==> src/rtl/adder_result_buffer.sv <==
// adder_result_buffer
//   Elastic FIFO sitting behind the 9-bit adder stage. Every sum presented
//   with in_valid is captured (no backpressure to the producer) and replayed
//   to the consumer over a valid/ready handshake. Sums arriving while the
//   buffer is full and not draining are dropped and flagged via a sticky
//   overflow bit.
//
//   Optional feature macro: ADDER_RESULT_BUFFER_DROP_CNT_EN
//     When defined, a saturating drop counter is exposed on drop_cnt.
//
// Ports
//   clk        in   rising-edge clock
//   rst_n      in   asynchronous active-low reset
//   in_data    in   [DATA_W] sum from the adder
//   in_valid   in   in_data valid this cycle
//   out_data   out  [DATA_W] head entry, 0 while empty
//   out_valid  out  buffer not empty
//   out_ready  in   consumer takes the head entry this cycle
//   level      out  [LVL_W] occupancy 0..DEPTH
//   full       out  level == DEPTH
//   empty      out  level == 0
//   overflow   out  sticky drop indicator
//   ovf_clr    in   pulse clearing overflow (and drop_cnt)
//   drop_cnt   out  [CNT_W] saturating drop count (macro builds only)
module adder_result_buffer #(
  parameter int DATA_W = 10,
  parameter int DEPTH  = 8,
  parameter int LVL_W  = $clog2(DEPTH) + 1,
  parameter int CNT_W  = 16
) (
  input  logic              clk,
  input  logic              rst_n,
  input  logic [DATA_W-1:0] in_data,
  input  logic              in_valid,
  output logic [DATA_W-1:0] out_data,
  output logic              out_valid,
  input  logic              out_ready,
  output logic [LVL_W-1:0]  level,
  output logic              full,
  output logic              empty,
  output logic              overflow,
  input  logic              ovf_clr
`ifdef ADDER_RESULT_BUFFER_DROP_CNT_EN
  ,
  output logic [CNT_W-1:0]  drop_cnt
`endif
);

  localparam int PTR_W = $clog2(DEPTH);

  logic [DATA_W-1:0] r_mem [DEPTH];
  logic [PTR_W-1:0]  r_wr_ptr;
  logic [PTR_W-1:0]  r_rd_ptr;
  logic [LVL_W-1:0]  r_level;
  logic              r_overflow;

  logic w_full;
  logic w_empty;
  logic w_pop;
  logic w_push;
  logic w_drop;

  assign w_full  = (r_level == LVL_W'(DEPTH));
  assign w_empty = (r_level == '0);

  // out_ready only feeds this decision; a pop frees a slot so a full buffer
  // can still accept a push in the same cycle.
  assign w_pop  = !w_empty && out_ready;
  assign w_push = in_valid && (!w_full || w_pop);
  assign w_drop = in_valid && w_full && !w_pop;

  // Data storage: no reset needed, reads are masked by empty.
  always_ff @(posedge clk) begin
    if (w_push) begin
      r_mem[r_wr_ptr] <= in_data;
    end
  end

  // Control state: pointers wrap naturally because DEPTH is a power of two.
  always_ff @(posedge clk or negedge rst_n) begin
    if (!rst_n) begin
      r_wr_ptr <= '0;
      r_rd_ptr <= '0;
      r_level  <= '0;
    end else begin
      if (w_push) begin
        r_wr_ptr <= r_wr_ptr + 1'b1;
      end
      if (w_pop) begin
        r_rd_ptr <= r_rd_ptr + 1'b1;
      end
      case ({w_push, w_pop})
        2'b10:   r_level <= r_level + 1'b1;
        2'b01:   r_level <= r_level - 1'b1;
        default: r_level <= r_level;
      endcase
    end
  end

  // A drop in the same cycle as a clear wins so no drop goes unreported.
  always_ff @(posedge clk or negedge rst_n) begin
    if (!rst_n) begin
      r_overflow <= 1'b0;
    end else if (w_drop) begin
      r_overflow <= 1'b1;
    end else if (ovf_clr) begin
      r_overflow <= 1'b0;
    end
  end

`ifdef ADDER_RESULT_BUFFER_DROP_CNT_EN
  logic [CNT_W-1:0] r_drop_cnt;

  always_ff @(posedge clk or negedge rst_n) begin
    if (!rst_n) begin
      r_drop_cnt <= '0;
    end else if (ovf_clr) begin
      r_drop_cnt <= w_drop ? CNT_W'(1) : '0;
    end else if (w_drop && (r_drop_cnt != '1)) begin
      r_drop_cnt <= r_drop_cnt + 1'b1;
    end
  end

  assign drop_cnt = r_drop_cnt;
`endif

  assign out_data  = w_empty ? '0 : r_mem[r_rd_ptr];
  assign out_valid = !w_empty;
  assign level     = r_level;
  assign full      = w_full;
  assign empty     = w_empty;
  assign overflow  = r_overflow;

endmodule

==> config.mk <==
export PLATFORM = sky130hd
export DESIGN_NAME = adder_result_buffer
export DESIGN_NICKNAME = d
export VERILOG_FILES = /design/src/rtl/adder_result_buffer.sv
export SDC_FILE = /design/constraint.sdc
export NUM_CORES = 1
export LEC_CHECK = 0
export BUFFER_PORTS_ARGS = -buffer_cell sky130_fd_sc_hd__buf_4
export CORE_MARGIN = 1.5
export CORE_UTILIZATION = 40
export CTS_CLUSTER_DIAMETER = 100
export DETAILED_ROUTE_END_ITERATION = 12
export HOLD_SLACK_MARGIN = 0.15
export PLACE_DENSITY_LB_ADDON = 0.2
export SYNTH_ARGS = -nofsm -noshare
export SYNTH_HDL_FRONTEND = slang
export SYNTH_SLANG_ARGS = --single-unit
==> constraint.sdc <==
create_clock -name clk -period 7.4 [get_ports clk]
set_input_delay 0.37 -clock clk [delete_from_list [all_inputs] [get_ports clk]]
set_output_delay 0.37 -clock clk [all_outputs]
set_load 0.02 [all_outputs]
==> summary.md, run 1 <==
| Metric | Value |
|---|---|
| Outcome | finished clean |
| Setup WS pre-CTS | roughly 4800 ps |
| IO Port Bufs | 32 |
| Seq cells post-synth | 91 |
| GR Util met2 | 23.6% |
| Antenna-violating nets left | 0 |
| CP endpoint kind | flop |
| CTS Root Cell | clkbuf_8 |
| Worst-Skew Late Latency | 350 ps |
| Synthesized area per cell | 19.3 µm² |
| Count of different cell masters after synthesis | 29 |
| Placer congestion estimate | 0.744 |
| Minimum clock period | 2640 ps |
| Die Ht | 98.8 µm |
| Initial core utilization | about two fifths |
| Ports | 33 |
| Area contributors post-synth | edfxtp_1 65%, mux4_2 12%, dfrtp_1 7.5% |
| Yosys Warn Count | 0 |
| Final setup vio count | 0 |
| Clock share of power | 20.7% |
| Final Skew | around 5.4 ps |
| Area growth, synth to finish | 16.8% |
| Startpoint types | flop |
| Final wirelength | 6530 µm |
| GR Layer Usage met3 | 2.70% |
| CTS tree | yes |
| Synth top area share | 65.5% |
| Crit Path Max Fanout | 8 |
| Nets | 254 |
| Fin. Hold Viols | 0 |
| Max-Cap Viols | 0 |
| Sequential power share | 44.0% |
| Grt total ovfl | 0 |
| Finished Layout Cells | 347 |
| GRT Max-Usage Layer | met2 |
| Avg Vias per Cell | 5.18 |
| Share of post-route cells with drive strength above 1 | between 30% and 40% |
| Net Sw Power | 552 µW |
| Core ar. | 0.00881 mm² |
| PwrDens | 396 mW/mm² |
| DP HPWL | just under 4000 µm |
| Setup TNS | 0 ps |
| Most common cell in the netlist | edfxtp_1 |
| # diodes | 0 |
| Worst EP required | around 7600 ps |
| Top cells by count, synth | 80 x edfxtp_1, 20 x mux4_2, 15 x nor2_1 |
| Die width | slightly below 100 µm |
| Worst Setup Slack, final | around 4800 ps |
| Critical Path AT | 2870 ps |
| Fin crit share | a little over a third |
| # fillers | between 700 and 800 |
| Yosys top cell by area | edfxtp_1 |
| GRT Total Usage | 15.0% |
| Prevailing post-synth register cell | edfxtp_1 |
| Worst slew pin tran | 1100 ps |
| Logic pwr share | 35.3% |
| Post-synthesis async set-or-reset flop share | 12.1% |
| Int Pwr | 1140 µW |
| CTS H-Tree Depth | 3 |
| EDFF count, synth | 80 |
| Synth Cell Area | 0.00367 mm² |
| Hold depth | 2 |
| Reg2Reg Depth | 10 |
| Register area share after synthesis | 73.0% |
| Syn Inst Count | 190 |
| DRC Markers | 0 |
| Clock sink total | 91 |
| Vias in the first global route | 1,934 |
| Total number of vias | 1,796 |
| Max-slew headroom | 26.3% |
| Rows | 34 |
| Post-synth net total | 210 |
| HP Class | in -> reg |
| TritonCTS buffer count | 9 |
| IR drop worst, VDD | roughly 0.15 mV |
| Max Freq | 0.379 GHz |
| Global-route wire length before repair | around 11,000 µm |
| RSZ-0062 raised after global routing | no |
| P_leak | approximately 0.0015 µW |
| Slew Limit Fails | 0 |
| Placed cell count | between 300 and 400 |
| Largest net degree at the start of global routing | 23 |
| Starting DRT DRC Count | 126 |
| Drt wl/cell | 18.8 µm |
| Worst-path clk slew | around 80 ps |
| # Post-CTS Setup Buffers | 0 |
| Die area | 0.00975 mm² |
| CTS max path bufs | 2 |
| Setup CP Type | reg -> reg |
| DRT Pass-1 Iters | 6 |
| Antenna violations before repair | 0 |
| Switching part of the total | 32.6% |
| Met1 Resource Use GR | 20.5% |
[worst max-delay path: stages (launching register included)]
cell and delay (ps):
dfrtp_1 460, or4b_1 610, o21a_1 250, inv_2 140, ha_1 280, xor2_1 100, ha_1 190, a21oi_1 140
xor2_1 160, nor2_1 60, xor2_1 140
[worst paths after layout]
| kind | slack, ps | end | start |
|---|---|---|---|
| max in group asynchronous | 6860 | r_wr_ptr[1] | rst_n |
| worst min-delay path | 190 | overflow | ovf_clr |
| worst max-delay path | 4760 | level[2] | level[2] |
| min in group asynchronous | 390 | r_wr_ptr[0] | rst_n |
| worst min register to register | 530 | level[3] | level[3] |
| worst max register to register | 4760 | level[2] | level[2] |
[routing by layer]
layer | up-vias | wire, µm
met4 | 0 | 134
met5 | - | 0
met3 | 10 | 353
met2 | 55 | 3090
met1 | 897 | 2950
li1 | 834 | -
[timing repair]
item	in CTS	in global routing
hold buffers	1	0
endpoints found under the hold margin	11	0
gates resized for setup	0	0
[power groups by stage]
stage / Sequential (µW) / Combinational [µW] / Clock, µW
after floorplan: 723 / 424 / 0
after global placement: 757 / 607 / 0
after detailed placement: 761 / 610 / 0
after CTS: 750 / 612 / 357
after global routing: 763 / 654 / 376
final: 746 / 599 / 350
[logic make-up (layout without fill, tap and decap cells)]
kind of cell | Yosys count | after routing | synth area share [%]
and+or+nand+nor | 35 | 35 | 4.71
DFF | 91 | 91 | 73.0
muxes | 32 | 32 | 15.7
buffers and inverters | 12 | 61 | 1.53
xor gates and xnor gates | 9 | 9 | 2.15
AOI/OAI and AO/OA | 6 | 6 | 1.19
adders and majority gates | 5 | 5 | 1.71
[stage by stage]
step                      instance area, µm²  power (µW)  util, %  hold slack, ps
after CTS                               4280        1720     48.7             179
after floorplan                         3670        1150        -            74.4
after global routing                    4280        1790     48.7             209
after detailed placement                4070        1370     46.2             217
after global placement                  4070        1360     46.2             215
final                                   4280        1700     48.7             192
[registers in the layout (all words and copies together), names as in the netlist]
register / cells
r_wr_ptr: 3
r_rd_ptr: 3
level: 4
overflow: 1
r_mem: 80
[layout make-up]
cell class	instances	area [µm²]	share of cell area, %
Clock inverter	5	77.6	1.81
Clock buffer	11	131	3.07
Multi-Input combinational cell	87	941	22.0
Timing Repair Buffer	40	303	7.07
Tap cell	108	135	3.15
Sequential cell	91	2680	62.5
Inverter	5	18.8	0.438
[cell usage in the layout, fill, tap and decap left out, types with 2 or more instances in the layout]
cell / n
xor2_1: 5
dfrtp_1: 11
nand2b_1: 3
inv_1: 4
clkbuf_1: 2
bufinv_16: 2
nor2_1: 15
a21oi_1: 2
mux4_2: 20
buf_4: 39
nor3_1: 4
clkbuf_8: 9
ha_1: 5
nand2_1: 7
edfxtp_1: 80
mux2i_1: 10
xnor2_1: 4
No activity file was read; power rests on OpenSTA's default activity.
==> run 2, diff against run 1 <==
Clock period 7.4 ns to 2.6 ns, I/O delays scaled along.
==> summary.md, run 2 (synthesized netlist as in run 1, its figures left out) <==
| Metric | Value |
|---|---|
| Outcome | finished clean |
| Hold depth | 4 |
| DRC Markers | 0 |
| Antenna-violating nets left | 0 |
| CTS Root Cell | clkbuf_8 |
| Slew Limit Fails | 0 |
| Reg2Reg Depth | 5 |
| Max-Cap Viols | 0 |
| Antenna violations before repair | 0 |
| Stages on the worst setup path | 5 |
| Worst-path clk slew | around 80 ps |
| Worst slew pin tran | about 1100 ps |
| # fillers | 731 |
| Max reg flops | 80 |
| TritonCTS buffer count | 9 |
| Crit Path Max Fanout | 6 |
| Worst-Skew Late Latency | 350 ps |
| Fin crit share | 93.5% |
| Startpoint types | flop |
| Worst path bufs/invs | 1 |
| CP peak stage delay | 860 ps |
| Total number of vias | between 1,500 and 2,000 |
| Placed cell count | 335 |
| IR drop worst, VDD | roughly 0.37 mV |
| Max-slew headroom | 25.0% |
| Nets | 274 |
| Slowest cell on the critical path | nor3_1 |
| Starting DRT DRC Count | 86 |
| RSZ-0062 raised after global routing | no |
| Crit path from | level[3] |
| End-of-flow core utilization | 50.8% |
| Most frequent cells in the layout | 80 x edfxtp_1, 44 x buf_4, 20 x mux4_2, 16 x dlygate4sd3_1, 15 x nor2_1 |
| Minimum clock period | 2430 ps |
| CTS tree | yes |
| DP HPWL | 4120 µm |
| PwrDens | 1090 mW/mm² |
| Die width | ~100 µm |
| RR Startpoint | level[3] |
| Global-route wire length before repair | between 10,000 and 15,000 µm |
| Commonest non-fill, non-tap cell in the layout | edfxtp_1 |
| Final setup vio count | 0 |
| DRT Pass-1 Iters | 7 |
| CTS H-Tree Depth | 3 |
| Fin area | 0.00448 mm² |
| Initial core utilization | 41.7% |
| Avg Vias per Cell | about 5.1 |
| Finished Layout Cells | 367 |
| Rows | 34 |
| Final wirelength | 6850 µm |
| # diodes | 0 |
| Die area | ~0.01 mm² |
| Vias in the first global route | approximately 1,900 |
| Core ar. | between 0.008 and 0.009 mm² |
| Hold Startpoint | in_valid |
| Sequential cell area | 0.00268 mm² |
| Post-DP Area | 0.00410 mm² |
| Area occupied by multi-input gates | 945 µm² |
| Die Ht | 98.8 µm |
| GRT Total Usage | 15.1% |
| Final Skew | about 6.8 ps |
| Clock sink total | a little over 90 |
| # Post-CTS Setup Buffers | 0 |
| HP Class | in -> reg |
| Setup CP Type | reg -> reg |
| Ports | 33 |
| Top delay family on crit path | simple AND/OR/NAND/NOR gates |
| Largest net degree at the start of global routing | 23 |
| Fin. Hold Viols | 0 |
| Critical Path AT | 2490 ps |
| Setup TNS | 0 ps |
| IO Port Bufs | 32 |
| P_leak | between 0.0015 and 0.002 µW |
| Area growth, synth to finish | 22.0% |
| Critical-path cell list | or4b_4 > o21a_1 > nand2_1 > nor3_1 > buf_4 |
| CP endpoint kind | flop |
| Share of post-route cells with drive strength above 1 | 33.6% |
| Max Freq | 0.411 GHz |
| Placer congestion estimate | 0.711 |
| CTS max path bufs | 2 |
| Grt total ovfl | 0 |
| Worst EP required | 2660 ps |
| Hold slack | about 210 ps |
| Drt wl/cell | about 19 µm |
| Top reg by flops | r_mem |
==> run 2: what timing repair did <==
item,in CTS,in global routing
setup endpoints to repair,0,6
hold buffers,16,0
endpoints found under the hold margin,93,0
resized for setup,0,2
==> run 2: layout make-up <==
type	instances	share of cell area, %
Clock buffer	10	2.85
Clock inverter	6	1.79
Inverter	5	0.419
Multi-Input combinational cell	87	21.1
Sequential cell	91	59.9
Tap cell	108	3.02
Timing Repair Buffer	60	11.0
==> run 2: power breakdown <==
part / switching [µW] / total (µW) / internal, µW
combinational: 952 / 1850 / 901
sequential: 178 / 2040 / 1860
clock: 451 / 986 / 535
total: 1580 / 4880 / 3300
==> run 2: final timing paths <==
kind,to,slack [ps]
setup / recovery,r_mem[4][9],170
hold / removal,r_wr_ptr[1],210
setup reg to reg,r_mem[4][9],170
hold reg to reg,level[0],520
max in group asynchronous,r_wr_ptr[0],1000
min in group asynchronous,level[2],660
==> run 2: stage by stage <==
step	power [µW]	setup slack (ps)
after floorplan	3260	5.97
after global placement	3930	199
after detailed placement	3940	70.6
after CTS	4950	35.4
after global routing	5180	23.0
final	4880	170
==> run 2: per-layer routing <==
layer	share of wire [%]	global-route usage [%]	wire length (µm)
met1	47	19.2	3200
met2	49	25.0	3320
met3	3.6	4.61	244
met4	1.2	4.62	80
met5	0	0	0
==> run 2: worst register-to-register path: cells and delay by family, from the launching register on <==
family,cells,cell delay [ps]
buffers and inverters,1,300
flip-flops,1,420
AO/OA/AOI/OAI,1,190
AND/OR/NAND/NOR,3,1220
==> run 3, diff against run 2 <==
Clock period 2.6 ns to 2.05 ns, I/O delays scaled along.
==> summary.md, run 3 (synthesized netlist as in run 1, its figures left out) <==
| Metric | Value |
|---|---|
| Placer congestion estimate | 0.722 |
| Worst-Skew Late Latency | around 350 ps |
| Worst Setup Slack, final | -286 ps |
| Die area | 0.00975 mm² |
| Setup CP Type | reg -> reg |
| Initial core utilization | approximately two fifths |
| Drt wl/cell | 18.5 µm |
| PwrDens | 1380 mW/mm² |
| Failing checks | design-rule violations, negative setup slack |
| Worst-path clk slew | ~90 ps |
| GRT Total Usage | 15.5% |
| Share of post-route cells with drive strength above 1 | between 40% and 50% |
| Final setup vio count | 3 |
| CP endpoint kind | flop |
| Total number of vias | 1,946 |
| Worst EP required | 2320 ps |
| Grt total ovfl | 0 |
| P_leak | between 0.0015 and 0.002 µW |
| Die width | 98.8 µm |
| DRT Pass-1 Iters | 8 |
| Max Freq | 0.428 GHz |
| Antenna violations before repair | 0 |
| DRC Markers | 1 |
| CTS max path bufs | 2 |
| CTS Root Cell | clkbuf_8 |
| Top reg by flops | r_mem |
| Antenna-violating nets left | 0 |
| Worst slew pin tran | around 690 ps |
| Finished Layout Cells | 386 |
| Most frequent cells in the layout | 80 x edfxtp_1, 50 x buf_4, 20 x mux4_2, 15 x nor2_1, 15 x dlygate4sd3_1 |
| Setup TNS | -648 ps |
| CTS tree | yes |
| CTS H-Tree Depth | 3 |
| Minimum clock period | 2340 ps |
| Crit Path Max Fanout | 3 |
| Startpoint types | flop |
| Area occupied by multi-input gates | 0.00102 mm² |
| Ports | 33 |
| Avg Vias per Cell | 5.04 |
| Die Ht | 98.8 µm |
| # diodes | 0 |
| Core ar. | ~0.0088 mm² |
| Rows | 34 |
| Fin. Hold Viols | 0 |
| Max-slew headroom | 54.0% |
| Global-route wire length before repair | 10,900 µm |
| Outcome | finished, violations left |
| Sequential cell area | 0.00268 mm² |
| Vias in the first global route | 2,013 |
| Final Skew | 6.21 ps |
| Critical Path AT | 2610 ps |
| Starting DRT DRC Count | 79 |
| Max reg flops | 80 |
| DP HPWL | 4190 µm |
| Area growth, synth to finish | 31.8% |
| Max-Cap Viols | 0 |
| Placed cell count | 348 |
| Nets | 293 |
| # fillers | between 600 and 700 |
| Slew Limit Fails | 0 |
| HP Class | in -> reg |
| IR drop worst, VDD | 0.597 mV |
| Final wirelength | between 7000 and 8000 µm |
| Clock sink total | 91 |
| Fin crit share | 114% |
| Largest net degree at the start of global routing | 23 |
| RSZ-0062 raised after global routing | yes |
| TritonCTS buffer count | 9 |
| Commonest non-fill, non-tap cell in the layout | edfxtp_1 |
| IO Port Bufs | 32 |
run 3: through the flow:
step / area, µm² / hold WS, ps / util, % / setup slack (ps) / power [µW]
floorplan: 3720 / -193 / - / -347 / 4200
global placement: 4340 / -51.9 / 49.3 / -179 / 5250
detailed placement: 4340 / -52.3 / 49.3 / -254 / 5280
CTS: 4700 / 244 / 53.4 / -273 / 6520
global route: 4840 / 506 / 54.9 / -375 / 7050
finish: 4840 / 480 / 54.9 / -286 / 6680
run 3: final cells by class:
cell class	count	share of cell area [%]
clock buffers	10	2.64
clock inverters	6	1.37
inverters	5	0.492
multi-input cells	87	21.2
flip-flops and latches	91	55.5
well taps	108	2.79
repair buffers	79	16.0
run 3: metal layers:
metal | GRT usage, % | up-vias | share of wire (%)
met5 | 0 | - | 0
met4 | 5.27 | 0 | 1.1
met3 | 4.40 | 8 | 3.4
met2 | 25.1 | 38 | 49
met1 | 20.4 | 985 | 47
li1 | - | 915 | -
run 3: power by group:
group	switching, µW	internal (µW)
Clock	617	564
Combinational	1420	1530
Sequential	179	2370
run 3: path summary, 6_finish.rpt:
check                       startpoint     endpoint  slack, ps  cells past startpoint
min in group asynchronous        rst_n     level[0]        770                      3
setup reg to reg              level[1]     level[2]       -290                     10
max in group asynchronous        rst_n  r_rd_ptr[0]        910                      3
setup / recovery              level[1]     level[2]       -290                     10
hold / removal                 ovf_clr     overflow        480                      3
hold reg to reg            r_rd_ptr[2]  r_rd_ptr[2]        480                      1
run 3: timing repair:
item	in CTS	in global routing
gates resized for setup	7	9
hold buffers	14	2
setup buffers	0	4
setup endpoints to repair	33	42
cloned	1	3
hold endpoints to repair	92	1
pin swaps	0	7
run 3: critical path, cell delays in order, from the launching register on:
cell,delay (ps)
dfrtp_2,430
or4b_4,540
o21a_1,240
inv_2,100
ha_4,150
xor2_2,170
ha_4,150
a21oi_2,30
xor2_1,140
nor2_1,120
xor2_1,180
